==> src/rtl/elevator_pkg.sv <==
// Shared state encoding, sweep-direction codes and SCAN helpers for the elevator controller.
package elevator_pkg;

   localparam int MAX_FLOORS = 64;

   typedef enum logic [2:0] {
      ST_IDLE,
      ST_MOVE_UP,
      ST_MOVE_DOWN,
      ST_DOOR_OPEN,
      ST_DOOR_HOLD,
      ST_DOOR_CLOSE
   } state_t;

   localparam logic [1:0] DIR_IDLE = 2'b00;
   localparam logic [1:0] DIR_UP   = 2'b01;
   localparam logic [1:0] DIR_DOWN = 2'b10;

   function automatic logic door_is_open(input state_t s);
      return (s == ST_DOOR_OPEN) || (s == ST_DOOR_HOLD);
   endfunction

   // Request vectors are zero-extended to MAX_FLOORS by the caller.
   function automatic logic scan_above(input logic [MAX_FLOORS-1:0] vec, input int cur);
      logic hit;
      hit = 1'b0;
      for (int i = 0; i < MAX_FLOORS; i++)
         if ((i > cur) && vec[i]) hit = 1'b1;
      return hit;
   endfunction

   function automatic logic scan_below(input logic [MAX_FLOORS-1:0] vec, input int cur);
      logic hit;
      hit = 1'b0;
      for (int i = 0; i < MAX_FLOORS; i++)
         if ((i < cur) && vec[i]) hit = 1'b1;
      return hit;
   endfunction

   function automatic int max3(input int a, input int b, input int c);
      int m;
      m = a;
      if (b > m) m = b;
      if (c > m) m = c;
      return m;
   endfunction

endpackage

==> src/rtl/elevator_door_timer.sv <==
// Loadable down-counter for door phases; zero flags the terminal count.
module elevator_door_timer #(
   parameter int CW = 3
) (
   input  logic          clk,
   input  logic          rst_n,
   input  logic          load,
   input  logic [CW-1:0] load_val,
   input  logic          tick,
   output logic          zero
);

   logic [CW-1:0] cnt;

   always_ff @(posedge clk or negedge rst_n) begin
      if (!rst_n)
         cnt <= '0;
      else if (load)
         cnt <= load_val;
      else if (tick && (cnt != '0))
         cnt <= cnt - 1'b1;
   end

   assign zero = (cnt == '0);

endmodule

==> src/rtl/elevator_scan_ctrl.sv <==
// N-floor SCAN elevator controller: request latching, motor command, floor count, door sequencing.
//   state         | meaning
//   ST_IDLE       | car parked, doors shut, waiting for a request
//   ST_MOVE_UP    | motor up, counting arrival pulses
//   ST_MOVE_DOWN  | motor down, counting arrival pulses
//   ST_DOOR_OPEN  | door opening for T_DOOR cycles
//   ST_DOOR_HOLD  | door held open for T_WAIT cycles, restarted by a press at this floor
//   ST_DOOR_CLOSE | door closing for T_CLOSE cycles, re-opens on obstruction/press
module elevator_scan_ctrl
   import elevator_pkg::*;
#(
   parameter int NUM_FLOORS = 8,
   parameter int T_DOOR     = 2,
   parameter int T_WAIT     = 4,
   parameter int T_CLOSE    = 2
) (
   input  logic                          clk,
   input  logic                          rst_n,
   input  logic [NUM_FLOORS-1:0]         req,
   input  logic                          floor_arrived,
   input  logic                          door_obstruct,
   output logic                          move_up,
   output logic                          move_down,
   output logic [$clog2(NUM_FLOORS)-1:0] current_floor,
   output logic [NUM_FLOORS-1:0]         floor_led,
   output logic [1:0]                    direction,
   output logic                          door_open,
   output logic                          door_closing,
   output logic [NUM_FLOORS-1:0]         pending
);

   localparam int FW = $clog2(NUM_FLOORS);
   localparam int CW = $clog2(max3(T_DOOR, T_WAIT, T_CLOSE) + 1);

   localparam logic [FW-1:0] TOP_FLOOR = FW'(NUM_FLOORS - 1);
   // Timer loads T-1 so that a phase lasts exactly T cycles including the entry cycle.
   localparam logic [CW-1:0] LD_DOOR  = CW'(T_DOOR - 1);
   localparam logic [CW-1:0] LD_WAIT  = CW'(T_WAIT - 1);
   localparam logic [CW-1:0] LD_CLOSE = CW'(T_CLOSE - 1);

   state_t                  state;
   state_t                  state_nxt;
   logic [FW-1:0]           floor_nxt;
   logic [1:0]              dir_nxt;
   logic [NUM_FLOORS-1:0]   pend_or_req;
   logic [NUM_FLOORS-1:0]   led_nxt;
   logic [NUM_FLOORS-1:0]   clr;
   logic [MAX_FLOORS-1:0]   pend_ext;
   logic                    above;
   logic                    below;
   logic                    here;
   logic                    t_load;
   logic                    t_tick;
   logic [CW-1:0]           t_val;
   logic                    t_zero;

   elevator_door_timer #(
      .CW (CW)
   ) u_door_timer (
      .clk      (clk),
      .rst_n    (rst_n),
      .load     (t_load),
      .load_val (t_val),
      .tick     (t_tick),
      .zero     (t_zero)
   );

   assign pend_or_req = pending | req;
   assign pend_ext    = MAX_FLOORS'(pending);
   assign above       = scan_above(pend_ext, int'(current_floor));
   assign below       = scan_below(pend_ext, int'(current_floor));
   assign here        = pend_or_req[current_floor];

   always_comb begin
      state_nxt = state;
      dir_nxt   = direction;
      floor_nxt = current_floor;
      t_load    = 1'b0;
      t_val     = '0;
      t_tick    = 1'b0;
      case (state)
         ST_IDLE: begin
            if (here) begin
               state_nxt = ST_DOOR_OPEN;
               t_load    = 1'b1;
               t_val     = LD_DOOR;
            end else if (above) begin
               state_nxt = ST_MOVE_UP;
               dir_nxt   = DIR_UP;
            end else if (below) begin
               state_nxt = ST_MOVE_DOWN;
               dir_nxt   = DIR_DOWN;
            end
         end
         ST_MOVE_UP: begin
            if (floor_arrived) begin
               if (current_floor == TOP_FLOOR) begin
                  // Saturate at the shaft end and let IDLE re-decide the sweep.
                  state_nxt = ST_IDLE;
                  dir_nxt   = DIR_IDLE;
               end else begin
                  floor_nxt = current_floor + 1'b1;
                  if (pend_or_req[floor_nxt]) begin
                     state_nxt = ST_DOOR_OPEN;
                     t_load    = 1'b1;
                     t_val     = LD_DOOR;
                  end
               end
            end
         end
         ST_MOVE_DOWN: begin
            if (floor_arrived) begin
               if (current_floor == '0) begin
                  state_nxt = ST_IDLE;
                  dir_nxt   = DIR_IDLE;
               end else begin
                  floor_nxt = current_floor - 1'b1;
                  if (pend_or_req[floor_nxt]) begin
                     state_nxt = ST_DOOR_OPEN;
                     t_load    = 1'b1;
                     t_val     = LD_DOOR;
                  end
               end
            end
         end
         ST_DOOR_OPEN: begin
            t_tick = 1'b1;
            if (t_zero) begin
               state_nxt = ST_DOOR_HOLD;
               t_load    = 1'b1;
               t_val     = LD_WAIT;
            end
         end
         ST_DOOR_HOLD: begin
            t_tick = 1'b1;
            if (req[current_floor]) begin
               t_load = 1'b1;
               t_val  = LD_WAIT;
            end else if (t_zero) begin
               state_nxt = ST_DOOR_CLOSE;
               t_load    = 1'b1;
               t_val     = LD_CLOSE;
            end
         end
         ST_DOOR_CLOSE: begin
            t_tick = 1'b1;
            if (door_obstruct || req[current_floor]) begin
               state_nxt = ST_DOOR_OPEN;
               t_load    = 1'b1;
               t_val     = LD_DOOR;
            end else if (t_zero) begin
               // SCAN: keep the sweep while work lies ahead, otherwise reverse or park.
               if (direction == DIR_DOWN) begin
                  if (below) begin
                     state_nxt = ST_MOVE_DOWN;
                  end else if (above) begin
                     state_nxt = ST_MOVE_UP;
                     dir_nxt   = DIR_UP;
                  end else begin
                     state_nxt = ST_IDLE;
                     dir_nxt   = DIR_IDLE;
                  end
               end else begin
                  if (above) begin
                     state_nxt = ST_MOVE_UP;
                     dir_nxt   = DIR_UP;
                  end else if (below) begin
                     state_nxt = ST_MOVE_DOWN;
                     dir_nxt   = DIR_DOWN;
                  end else begin
                     state_nxt = ST_IDLE;
                     dir_nxt   = DIR_IDLE;
                  end
               end
            end
         end
         default: begin
            state_nxt = ST_IDLE;
            dir_nxt   = DIR_IDLE;
         end
      endcase
   end

   assign led_nxt = NUM_FLOORS'(1) << floor_nxt;
   assign clr     = door_is_open(state_nxt) ? led_nxt : '0;

   always_ff @(posedge clk or negedge rst_n) begin
      if (!rst_n)
         state <= ST_IDLE;
      else
         state <= state_nxt;
   end

   // Outputs are decoded from the next state so they line up with the state register.
   always_ff @(posedge clk or negedge rst_n) begin
      if (!rst_n) begin
         current_floor <= '0;
         floor_led     <= NUM_FLOORS'(1);
         direction     <= DIR_IDLE;
         pending       <= '0;
         move_up       <= 1'b0;
         move_down     <= 1'b0;
         door_open     <= 1'b0;
         door_closing  <= 1'b0;
      end else begin
         current_floor <= floor_nxt;
         floor_led     <= led_nxt;
         direction     <= dir_nxt;
         pending       <= pend_or_req & ~clr;
         move_up       <= (state_nxt == ST_MOVE_UP);
         move_down     <= (state_nxt == ST_MOVE_DOWN);
         door_open     <= door_is_open(state_nxt);
         door_closing  <= (state_nxt == ST_DOOR_CLOSE);
      end
   end

endmodule
==> config.mk <==
export PLATFORM = sky130hd
export DESIGN_NAME = elevator_scan_ctrl
export DESIGN_NICKNAME = d
export VERILOG_FILES = /design/src/rtl/elevator_pkg.sv /design/src/rtl/elevator_door_timer.sv /design/src/rtl/elevator_scan_ctrl.sv
export SDC_FILE = /design/constraint.sdc
export NUM_CORES = 1
export LEC_CHECK = 0
export CORE_MARGIN = 10
export CORE_UTILIZATION = 30
export DETAILED_ROUTE_END_ITERATION = 6
export PLACE_DENSITY_LB_ADDON = 0.08
export SLEW_MARGIN = 20
export SYNTH_ARGS = -nofsm -noshare
export SYNTH_HDL_FRONTEND = slang
export SYNTH_SLANG_ARGS = --single-unit
==> constraint.sdc <==
create_clock -name clk -period 3.81 [get_ports clk]
set_input_delay 0.5715 -clock clk [delete_from_list [all_inputs] [get_ports clk]]
set_output_delay 0.5715 -clock clk [all_outputs]
set_load 0.005 [all_outputs]
==> results.toml <==
[sta]
hold_viol_final = 0
clock_skew_ns = 0.00693
fin_setup_tns_ns = 0
slew-limit-headroom_pct = 57.1
slew_violations = 0
clock.fmax_mhz = 360
fin_crit_sh_pct = 72.9
worstMarginPinSlew_ns = 0.643
rsz0062_at_grt = "no"
setup-violations-final = 0
period_minus_slack_ns = 2.78

[placed_design]
place.gp.congestion = 0.839
hpwl_um = 4700
port_buffers = 36
post-place-cells = 354

[synth]
synth_top_area_cell = "dfrtp_1"
synth_area_leaders = "dfrtp_1 (35%), ha_1 (5.2%), mux4_2 (5.2%), a21oi_1 (4.4%), nor2_1 (4.4%)"
yosysTopAreaCellShare_pct = 34.8
synth_cell_types = 58
ys_seq_area_share_pct = 36.0
syn-cell-area_um2 = 2160
async_flop_share_pct = 100
synth_ff_type = "dfrtp_1"
synth_warnings = 0
synthCells = 229
synth-seq-cells = 31
synth_nets = 250
synth-edff-count = 0
syn_area_per_cell_um2 = 9.42

[worst_setup_path]
crit_path_start = "current_floor[1]$_DFF_PN0_"
cp.required_ns = 4.03
cp_max_fo = 10
crit_end = "pending[7]$_DFF_PN0_"
crit_path_end_kind = "register"
path_class = "reg -> reg"
reg2reg_depth = 8
rrSetupSlack_ns = 1.03
crit_path_start_kind = "register"
reg2reg_to = "pending[7]$_DFF_PN0_"
r2r-start = "current_floor[1]$_DFF_PN0_"
crit_arrival_ns = 2.99

[drt]
vias = 1855
drt_iter0_markers = 123
ant_nets = 0
avgRoutedWirePerCell_um = 17.1
drc = 0
wl_um = 6190
post_drt_via_cell_ratio = 5.12
first_pass_iters = 4

[cts]
cts_root_buf = "clkbuf_8"
worstSkewPairLatency_ns = 0.29
clock_path_buffers = 2
clk_pin_slew_ns = 0.07
numCtsBuffers = 5
cts_sinks = 31
holdBufCountCts = 0
cts_resized = 0
htree_levels = 2
cts_tree = "built"
postCtsSetupBuffers = 0

[grt]
grt_usage_pct = 11.3
antenna_found_initial = 0
grt_pass1_wl_um = 10200
grt_max_degree = 32
grt_overflow = 0
grt_pass1_vias = 1900

[pwr]
p_leak_nw = 1.08
peakVddDrop_uv = 341
power_density_nw_per_um2 = 866
fin_total_pwr_mw = 2.33

[final_layout]
final_nets = 286
diodes = 0
area_growth_pct = 24.7
stdcell_count = 362
drive_gt1_share_pct = 14.3
final_cell_mix = "clkdlybuf4s50_1 (36), dfrtp_1 (30), nor2_1 (25), a21oi_1 (19)"
mostFrequentLayoutCell = "clkdlybuf4s50_1"

[die]
die_w_um = 105
pin_count = 37
rows = 30
core_um2 = 6910
die_area_um2 = 11000
die_y_um = 105
start_util_pct = 31.2

[job]
drv_cap = 0

[run_status]
status = "completed"

[hold_path]
min_path_type = "reg -> reg"
metrics by stage:
stage / hold WS (ns) / area, um^2 / utilization (%) / setup slack (ns)
5_1_grt: 0.552 / 2690 / 38.9 / 0.816
3_5_place_dp: 0.514 / 2600 / 37.6 / 0.899
6_report: 0.527 / 2690 / 38.9 / 1.03
4_1_cts: 0.531 / 2690 / 38.9 / 1.03
3_3_place_gp: 0.519 / 2600 / 37.6 / 0.894
2_1_floorplan: 0.276 / 2160 / - / 1.38
sequential cells by signal (all words and copies together) (netlist names):
| name | flops |
|---|---|
| move_down | 1 |
| door_open | 1 |
| state | 3 |
| current_floor | 3 |
| u_door_timer.cnt | 3 |
| pending | 8 |
| door_closing | 1 |
| move_up | 1 |
| direction | 2 |
| floor_led | 8 |
critical path, cell delays in order, from the launching register on:
cell,delay (ns)
dfrtp_1,0.55
inv_1,0.19
ha_1,0.25
xnor2_1,0.24
mux4_2,0.55
a22oi_2,0.28
o211a_4,0.28
o221ai_2,0.18
a31oi_1,0.19
layout make-up:
type                       count  area (um^2)
clock buffer                   5         68.8
clock inverter                 3         23.8
fill                         741         4220
inverter                      15         56.3
multi-input combinational    172         1250
sequential                    31          777
tap                           96          120
timing repair buffer          40          390
cells in the mapped netlist (5+ instances only):
| library cell | n |
|---|---|
| nor2_1 | 25 |
| a211oi_1 | 6 |
| nand2b_1 | 8 |
| inv_1 | 12 |
| dfrtp_1 | 30 |
| nor3_1 | 15 |
| nand2_1 | 15 |
| nand3_1 | 5 |
| a21o_1 | 5 |
| o21ai_0 | 6 |
| ha_1 | 9 |
| a21oi_1 | 19 |
| mux4_2 | 5 |
where the power goes:
part           total [mW]  internal, mW  switching [mW]  leakage [nW]
sequential          0.613         0.456           0.157         0.366
combinational        1.44         0.629           0.814         0.677
clock               0.273         0.130           0.143        0.0408
worst min-delay path by stage:
| stage | startpoint | endpoint | slack [ns] | cells after the start |
|---|---|---|---|---|
| floorplan | rst_n | current_floor[0]$_DFF_PN0_ | 0.28 | 0 |
| global placement | direction[0]$_DFFE_PN0P_ | direction[0]$_DFFE_PN0P_ | 0.52 | 1 |
| detailed placement | direction[0]$_DFFE_PN0P_ | direction[0]$_DFFE_PN0P_ | 0.51 | 1 |
| CTS | direction[0]$_DFFE_PN0P_ | direction[0]$_DFFE_PN0P_ | 0.53 | 1 |
| global route | direction[0]$_DFFE_PN0P_ | direction[0]$_DFFE_PN0P_ | 0.55 | 1 |
| finish | direction[0]$_DFFE_PN0P_ | direction[0]$_DFFE_PN0P_ | 0.53 | 1 |
routing by layer:
metal,global-route usage [%],part of all wire [%]
met1,14.4,46
met2,18.1,48
met3,2.89,4.9
met4,3.63,1.4
met5,0,0
cells by family after synthesis:
family | count (synthesis) | synth area share, %
xor+xnor | 5 | 2.03
flops | 31 | 36.0
buf+inv | 26 | 5.92
mux | 10 | 8.41
simple gates | 87 | 20.4
compound gates | 61 | 22.0
fa+ha+maj | 9 | 5.22
Power figures use the tool's default switching activity.
